$ cat config.mk
export PLATFORM = sky130hd
export DESIGN_NAME = bcd_clock_counter
export DESIGN_NICKNAME = d
export VERILOG_FILES = /design/src/rtl/bcd_clock_counter.sv
export SDC_FILE = /design/constraint.sdc
export NUM_CORES = 1
export LEC_CHECK = 0
export ABC_AREA = 0
export CAP_MARGIN = 20
export CORE_ASPECT_RATIO = 0.5
export CORE_MARGIN = 4
export CORE_UTILIZATION = 47
export DETAILED_ROUTE_END_ITERATION = 6
export GPL_TIMING_DRIVEN = 0
export PLACE_DENSITY = 0.82
export SETUP_SLACK_MARGIN = 0.15
export SLEW_MARGIN = 20
export SYNTH_ARGS = -nofsm -noshare
export SYNTH_HDL_FRONTEND = slang
export SYNTH_SLANG_ARGS = --single-unit
$ cat constraint.sdc
create_clock -name iCLK -period 2.5 [get_ports iCLK]
set_input_delay 0.375 -clock iCLK [delete_from_list [all_inputs] [get_ports iCLK]]
set_output_delay 0.375 -clock iCLK [all_outputs]
set_load 0.02 [all_outputs]
$ cat src/rtl/bcd_clock_counter.sv
// Time-of-day counter (24 h, packed BCD) advanced by rising edges of a 1 Hz tick.
// Optional alarm comparator is compiled in when the ALARM_EN macro is defined.
module bcd_clock_counter #(
  parameter int SYNC_STAGES = 2
) (
  input  logic       iCLK,
  input  logic       iRESET,
  input  logic       iTICK,
  input  logic       iRUN,
  input  logic       iLOAD,
  input  logic [7:0] iLOAD_HH,
  input  logic [7:0] iLOAD_MM,
  input  logic [7:0] iLOAD_SS,
`ifdef ALARM_EN
  input  logic       iALM_SET,
  input  logic [7:0] iALM_HH,
  input  logic [7:0] iALM_MM,
  input  logic       iALARM_CLR,
  output logic       oALARM,
`endif
  output logic [7:0] oHH,
  output logic [7:0] oMM,
  output logic [7:0] oSS,
  output logic       oSEC_PULSE,
  output logic       oLOAD_ERR
);

  // Minutes and seconds share the same legal range 00..59.
  function automatic logic sexValid(input logic [7:0] v);
    return (v[7:4] <= 4'd5) && (v[3:0] <= 4'd9);
  endfunction

  function automatic logic hoursValid(input logic [7:0] v);
    return (v[3:0] <= 4'd9) &&
           ((v[7:4] < 4'd2) || ((v[7:4] == 4'd2) && (v[3:0] <= 4'd3)));
  endfunction

  logic [SYNC_STAGES-1:0] sync_q;
  logic                   dly_q;
  logic                   tickEdge;

  logic [3:0] ss1_q, ss10_q, mm1_q, mm10_q, hh1_q, hh10_q;
  logic [3:0] ss1_d, ss10_d, mm1_d, mm10_d, hh1_d, hh10_d;
  logic       secPulse_q, secPulse_d;
  logic       loadErr_q, loadErr_d;
  logic       advance;
  logic       loadValid;
  logic       almErr;

  always_ff @(posedge iCLK) begin
    if (iRESET) begin
      sync_q <= '0;
      dly_q  <= 1'b0;
    end else begin
      sync_q <= {sync_q[SYNC_STAGES-2:0], iTICK};
      dly_q  <= sync_q[SYNC_STAGES-1];
    end
  end

  assign tickEdge  = sync_q[SYNC_STAGES-1] & ~dly_q;
  assign advance   = tickEdge & iRUN & ~iLOAD;
  assign loadValid = hoursValid(iLOAD_HH) & sexValid(iLOAD_MM) & sexValid(iLOAD_SS);

  // A load always takes priority and swallows any tick detected in the same cycle.
  always_comb begin
    ss1_d      = ss1_q;
    ss10_d     = ss10_q;
    mm1_d      = mm1_q;
    mm10_d     = mm10_q;
    hh1_d      = hh1_q;
    hh10_d     = hh10_q;
    secPulse_d = 1'b0;
    loadErr_d  = almErr;
    if (iLOAD) begin
      if (loadValid) begin
        {hh10_d, hh1_d} = iLOAD_HH;
        {mm10_d, mm1_d} = iLOAD_MM;
        {ss10_d, ss1_d} = iLOAD_SS;
      end else begin
        loadErr_d = 1'b1;
      end
    end else if (advance) begin
      secPulse_d = 1'b1;
      if (ss1_q != 4'd9) begin
        ss1_d = ss1_q + 4'd1;
      end else begin
        ss1_d = 4'd0;
        if (ss10_q != 4'd5) begin
          ss10_d = ss10_q + 4'd1;
        end else begin
          ss10_d = 4'd0;
          if (mm1_q != 4'd9) begin
            mm1_d = mm1_q + 4'd1;
          end else begin
            mm1_d = 4'd0;
            if (mm10_q != 4'd5) begin
              mm10_d = mm10_q + 4'd1;
            end else begin
              mm10_d = 4'd0;
              if ((hh10_q == 4'd2) && (hh1_q == 4'd3)) begin
                hh1_d  = 4'd0;
                hh10_d = 4'd0;
              end else if (hh1_q == 4'd9) begin
                hh1_d  = 4'd0;
                hh10_d = hh10_q + 4'd1;
              end else begin
                hh1_d = hh1_q + 4'd1;
              end
            end
          end
        end
      end
    end
  end

  always_ff @(posedge iCLK) begin
    if (iRESET) begin
      ss1_q      <= 4'd0;
      ss10_q     <= 4'd0;
      mm1_q      <= 4'd0;
      mm10_q     <= 4'd0;
      hh1_q      <= 4'd0;
      hh10_q     <= 4'd0;
      secPulse_q <= 1'b0;
      loadErr_q  <= 1'b0;
    end else begin
      ss1_q      <= ss1_d;
      ss10_q     <= ss10_d;
      mm1_q      <= mm1_d;
      mm10_q     <= mm10_d;
      hh1_q      <= hh1_d;
      hh10_q     <= hh10_d;
      secPulse_q <= secPulse_d;
      loadErr_q  <= loadErr_d;
    end
  end

`ifdef ALARM_EN
  logic [7:0] almHh_q, almHh_d;
  logic [7:0] almMm_q, almMm_d;
  logic       alarm_q, alarm_d;
  logic       almValid;
  logic       almHit;

  assign almValid = hoursValid(iALM_HH) & sexValid(iALM_MM);
  assign almErr   = iALM_SET & ~almValid;
  // Only a tick-driven rollover into second 00 can fire the alarm, never a load.
  assign almHit   = advance && ({ss10_d, ss1_d} == 8'h00) &&
                    ({hh10_d, hh1_d} == almHh_q) && ({mm10_d, mm1_d} == almMm_q);

  always_comb begin
    almHh_d = almHh_q;
    almMm_d = almMm_q;
    alarm_d = alarm_q;
    if (iALM_SET && almValid) begin
      almHh_d = iALM_HH;
      almMm_d = iALM_MM;
    end
    if (almHit) begin
      alarm_d = 1'b1;
    end else if (iALARM_CLR) begin
      alarm_d = 1'b0;
    end
  end

  always_ff @(posedge iCLK) begin
    if (iRESET) begin
      almHh_q <= 8'h00;
      almMm_q <= 8'h00;
      alarm_q <= 1'b0;
    end else begin
      almHh_q <= almHh_d;
      almMm_q <= almMm_d;
      alarm_q <= alarm_d;
    end
  end

  assign oALARM = alarm_q;
`else
  assign almErr = 1'b0;
`endif

  assign oHH        = {hh10_q, hh1_q};
  assign oMM        = {mm10_q, mm1_q};
  assign oSS        = {ss10_q, ss1_q};
  assign oSEC_PULSE = secPulse_q;
  assign oLOAD_ERR  = loadErr_q;

endmodule

==> results of run 1 <==
## layout make-up
cell class	instances	area [µm²]	share of cell area, %
clock buffer	5	68.8	2.69
inverter	5	18.8	0.733
tap	51	63.8	2.49
buffer	14	58.8	2.30
multi-input combinational	186	1210	47.2
sequential	29	581	22.7
clock inverter	3	17.5	0.684
timing repair buffer	54	543	21.2
## sequential cells by signal, indices dropped and copies added, names as in the netlist
register	flops
hh10_q	4
hh1_q	4
mm10_q	4
mm1_q	4
ss10_q	4
ss1_q	4
sync_q	2
dly_q	1
oLOAD_ERR	1
oSEC_PULSE	1
## layer usage
metal | global-route usage (%) | share of wire [%] | vias up
met1 | 30.0 | 45 | 993
met4 | 7.46 | 1.0 | 0
met3 | 6.77 | 9.5 | 7
met5 | 0 | 0 | -
li1 | - | - | 997
met2 | 36.9 | 45 | 119
## critical path, cell delays in order
cell	delay, ns
clkdlybuf4s50_1	0.45
nor4_2	0.35
nand3_2	0.18
o21ba_1	0.27
clkbuf_1	0.25
o311ai_0	0.42
o41ai_1	0.15
## path summary, 6_finish.rpt
check / slack, ns / startpoint / to / depth (start not counted)
worst max-delay path: 0.21 / iLOAD_HH[6] / mm1_q[2]$_SDFFE_PP0P_ / 7
worst min-delay path: 0.45 / sync_q[0]$_SDFF_PP0_ / sync_q[1]$_SDFF_PP0_ / 1
worst max register to register: 0.27 / hh1_q[0]$_SDFFE_PP0P_ / hh10_q[1]$_SDFFE_PP0P_ / 6
worst min register to register: 0.45 / sync_q[0]$_SDFF_PP0_ / sync_q[1]$_SDFF_PP0_ / 1
## cells by family (layout without fill, tap and decap cells)
family	Yosys count	in the layout	share of synthesized area (%)
flip-flops	29	29	31.3
adder cells (fa/ha/maj)	4	4	2.70
AND/OR/NAND/NOR	90	90	28.8
buffers and inverters	19	81	3.98
multiplexers	2	2	1.08
AO/OA/AOI/OAI	88	88	31.2
XOR/XNOR	2	2	0.944
## repair_timing
item / CTS / global route
gates cloned: 0 / 0
resized for setup: 2 / 7
setup buffers: 0 / 0
endpoints found under the setup margin: 7 / 17
## where the power goes
part / switching (mW) / internal (mW)
sequential: 0.00270 / 0.466
combinational: 0.0739 / 0.0682
clock: 0.199 / 0.192
total: 0.276 / 0.726
## stage by stage
stage               utilization, %  setup TNS, ns  std cells  worst slack, ns  cell area [µm²]
floorplan                        -              0        234            0.429             1860
global placement              68.3          -2.03        339           -0.211             2460
detailed placement            68.3          -2.31        339           -0.215             2460
CTS                           70.7              0        347            0.176             2550
global route                  71.0              0        347           0.0866             2560
finish                        71.0              0        347            0.210             2560
## cell usage in the layout, fill, tap and decap left out, types with 6 or more instances in the layout
cell,n
o31ai_1,8
dfxtp_1,29
nand3_1,11
nor2b_1,14
nor2_1,10
clkdlybuf4s50_1,53
nand2b_1,6
o21ai_0,18
a21oi_1,26
clkbuf_1,8
nand2_1,23
==> summary.txt, run 1 <==
Setup path
  – CP endpoint kind: register
  – CP Max Fanout: 10
  – Setup crit start kind: input port
  – CP Data Arrival Time: around 2.5 ns
  – Setup CP Type: in -> reg
  – CP required: about 2.7 ns

Die
  – Die X: ~97 µm
  – Starting density of the core: between 50 and 60%
  – Row count: 15
  – Die Y: approximately 52 µm
  – Core area: between 0.003 and 0.004 mm²
  – I/O pin count: 55
  – Die area: 0.00508 mm²

Clocking
  – Hold_buf cts: 0
  – Clk pin slew, worst setup/hold paths: approximately 0.08 ns
  – Clk_lat worst skew: slightly below 0.3 ns
  – Clk root buf: clkbuf_8
  – H-tree Lvls: 2
  – CTS tree: yes
  – Clock Tree Buf Depth: 2
  – Number of CTS-inserted buffers: 5
  – CTS Sinks: 29

Yosys
  – Syn Nets: about 270
  – Main area contributors after synthesis: dfxtp_1 31%, a21oi_1 7.0%, o21ai_0 5.1%
  – Number of synthesized flops with an enable pin: 0
  – Top-area cell type share of the netlist area: roughly 31%
  – YS warnings: 0
  – Synthesis-stage register bit count: 29
  – Synth async-reset ratio: 0%
  – Post-synthesis cell type count: 52
  – Seq/Total Area, Yosys: 31.3%
  – Area of the mapped netlist: around 0.0019 mm²
  – Primary FF master, synth: dfxtp_1
  – Post-synth top cells: 29 x dfxtp_1, 26 x a21oi_1, 23 x nand2_1, 19 x o21ai_0, 14 x nor2b_1
  – Cells after synthesis: ~230
  – Mean Syn Cell Area: roughly 7.9 µm²
  – Most frequent cell after synthesis: dfxtp_1
  – Synth area leader: dfxtp_1

Pwr
  – Worst IR drop on VDD: around 0.18 mV
  – Lkg Pwr: roughly 0.85 nW
  – Pwr/cell area: between 300 and 400 mW/mm²
  – Total power: roughly 1 mW

Flow run
  – Max Cap Violations: 0

Global route
  – All-Layer GR Usage: a little under a quarter
  – First-pass GRT wire length: around 9.4 mm
  – Vias in the first global route: 1,948
  – Initial antenna violation count: 0
  – Gr ovfl total: 0
  – Largest net degree at the start of global routing: 11

STA
  – Worst slew margin: just under 60%
  – Tmin final: approximately 2.3 ns
  – Least-Margin Pin Slew: between 0.6 and 0.7 ns
  – Setup violators final: 0
  – Clock skew: 0.0115 ns
  – Max Fclk: roughly 440 MHz
  – Final Hold Fails: 0
  – Hold Slack: about 0.45 ns
  – RSZ-0062 raised after global routing: true
  – Pins Over Slew Limit: 0
  – Crit share post-route: 91.6%

Run status
  – Outcome: finished clean

Finish
  – Final nets: 328
  – Proportion of layout cells with a drive suffix above 1: roughly 8.4%
  – Area delta synth->final: 38.0%
  – Antenna fix cells: 0
  – Final-layout fill cell count: between 200 and 300

Routing
  – Routed len/inst: approximately 17 µm
  – Number of vias per cell: 6.10
  – Drt pass-1 iters: 5
  – Final wirelength: a little under 6 mm
  – Initial DRC Count: around 230
  – Antenna violation net count after detailed routing: 0
  – Via Count: roughly 2,100
  – Residual DRC count: 0

Placed design
  – I/O Buffers: 54
  – Hpwl dp: approximately 4.4 mm
  – RD Place Congestion: a little under 0.9

Min path
  – Hold Path Class: reg -> reg
(Power assumes the default switching activity.)
==> run 2: changes to the inputs <==
--- a/config.mk
+++ b/config.mk
@@ -14,7 +14,7 @@
 export GPL_TIMING_DRIVEN = 0
 export PLACE_DENSITY = 0.82
 export SETUP_SLACK_MARGIN = 0.15
-export SLEW_MARGIN = 20
+export SLEW_MARGIN = 40
 export SYNTH_ARGS = -nofsm -noshare
 export SYNTH_HDL_FRONTEND = slang
 export SYNTH_SLANG_ARGS = --single-unit
==> results of run 2 <==
The final DEF is identical to that of run 1; final timing and power are the same.
==> run 3: changes to the inputs <==
--- a/config.mk
+++ b/config.mk
@@ -14,7 +14,7 @@
 export GPL_TIMING_DRIVEN = 0
 export PLACE_DENSITY = 0.82
 export SETUP_SLACK_MARGIN = 0.15
-export SLEW_MARGIN = 40
+export SLEW_MARGIN = 10
 export SYNTH_ARGS = -nofsm -noshare
 export SYNTH_HDL_FRONTEND = slang
 export SYNTH_SLANG_ARGS = --single-unit
==> results of run 3 <==
The final DEF is identical to that of run 1; final timing and power are the same.
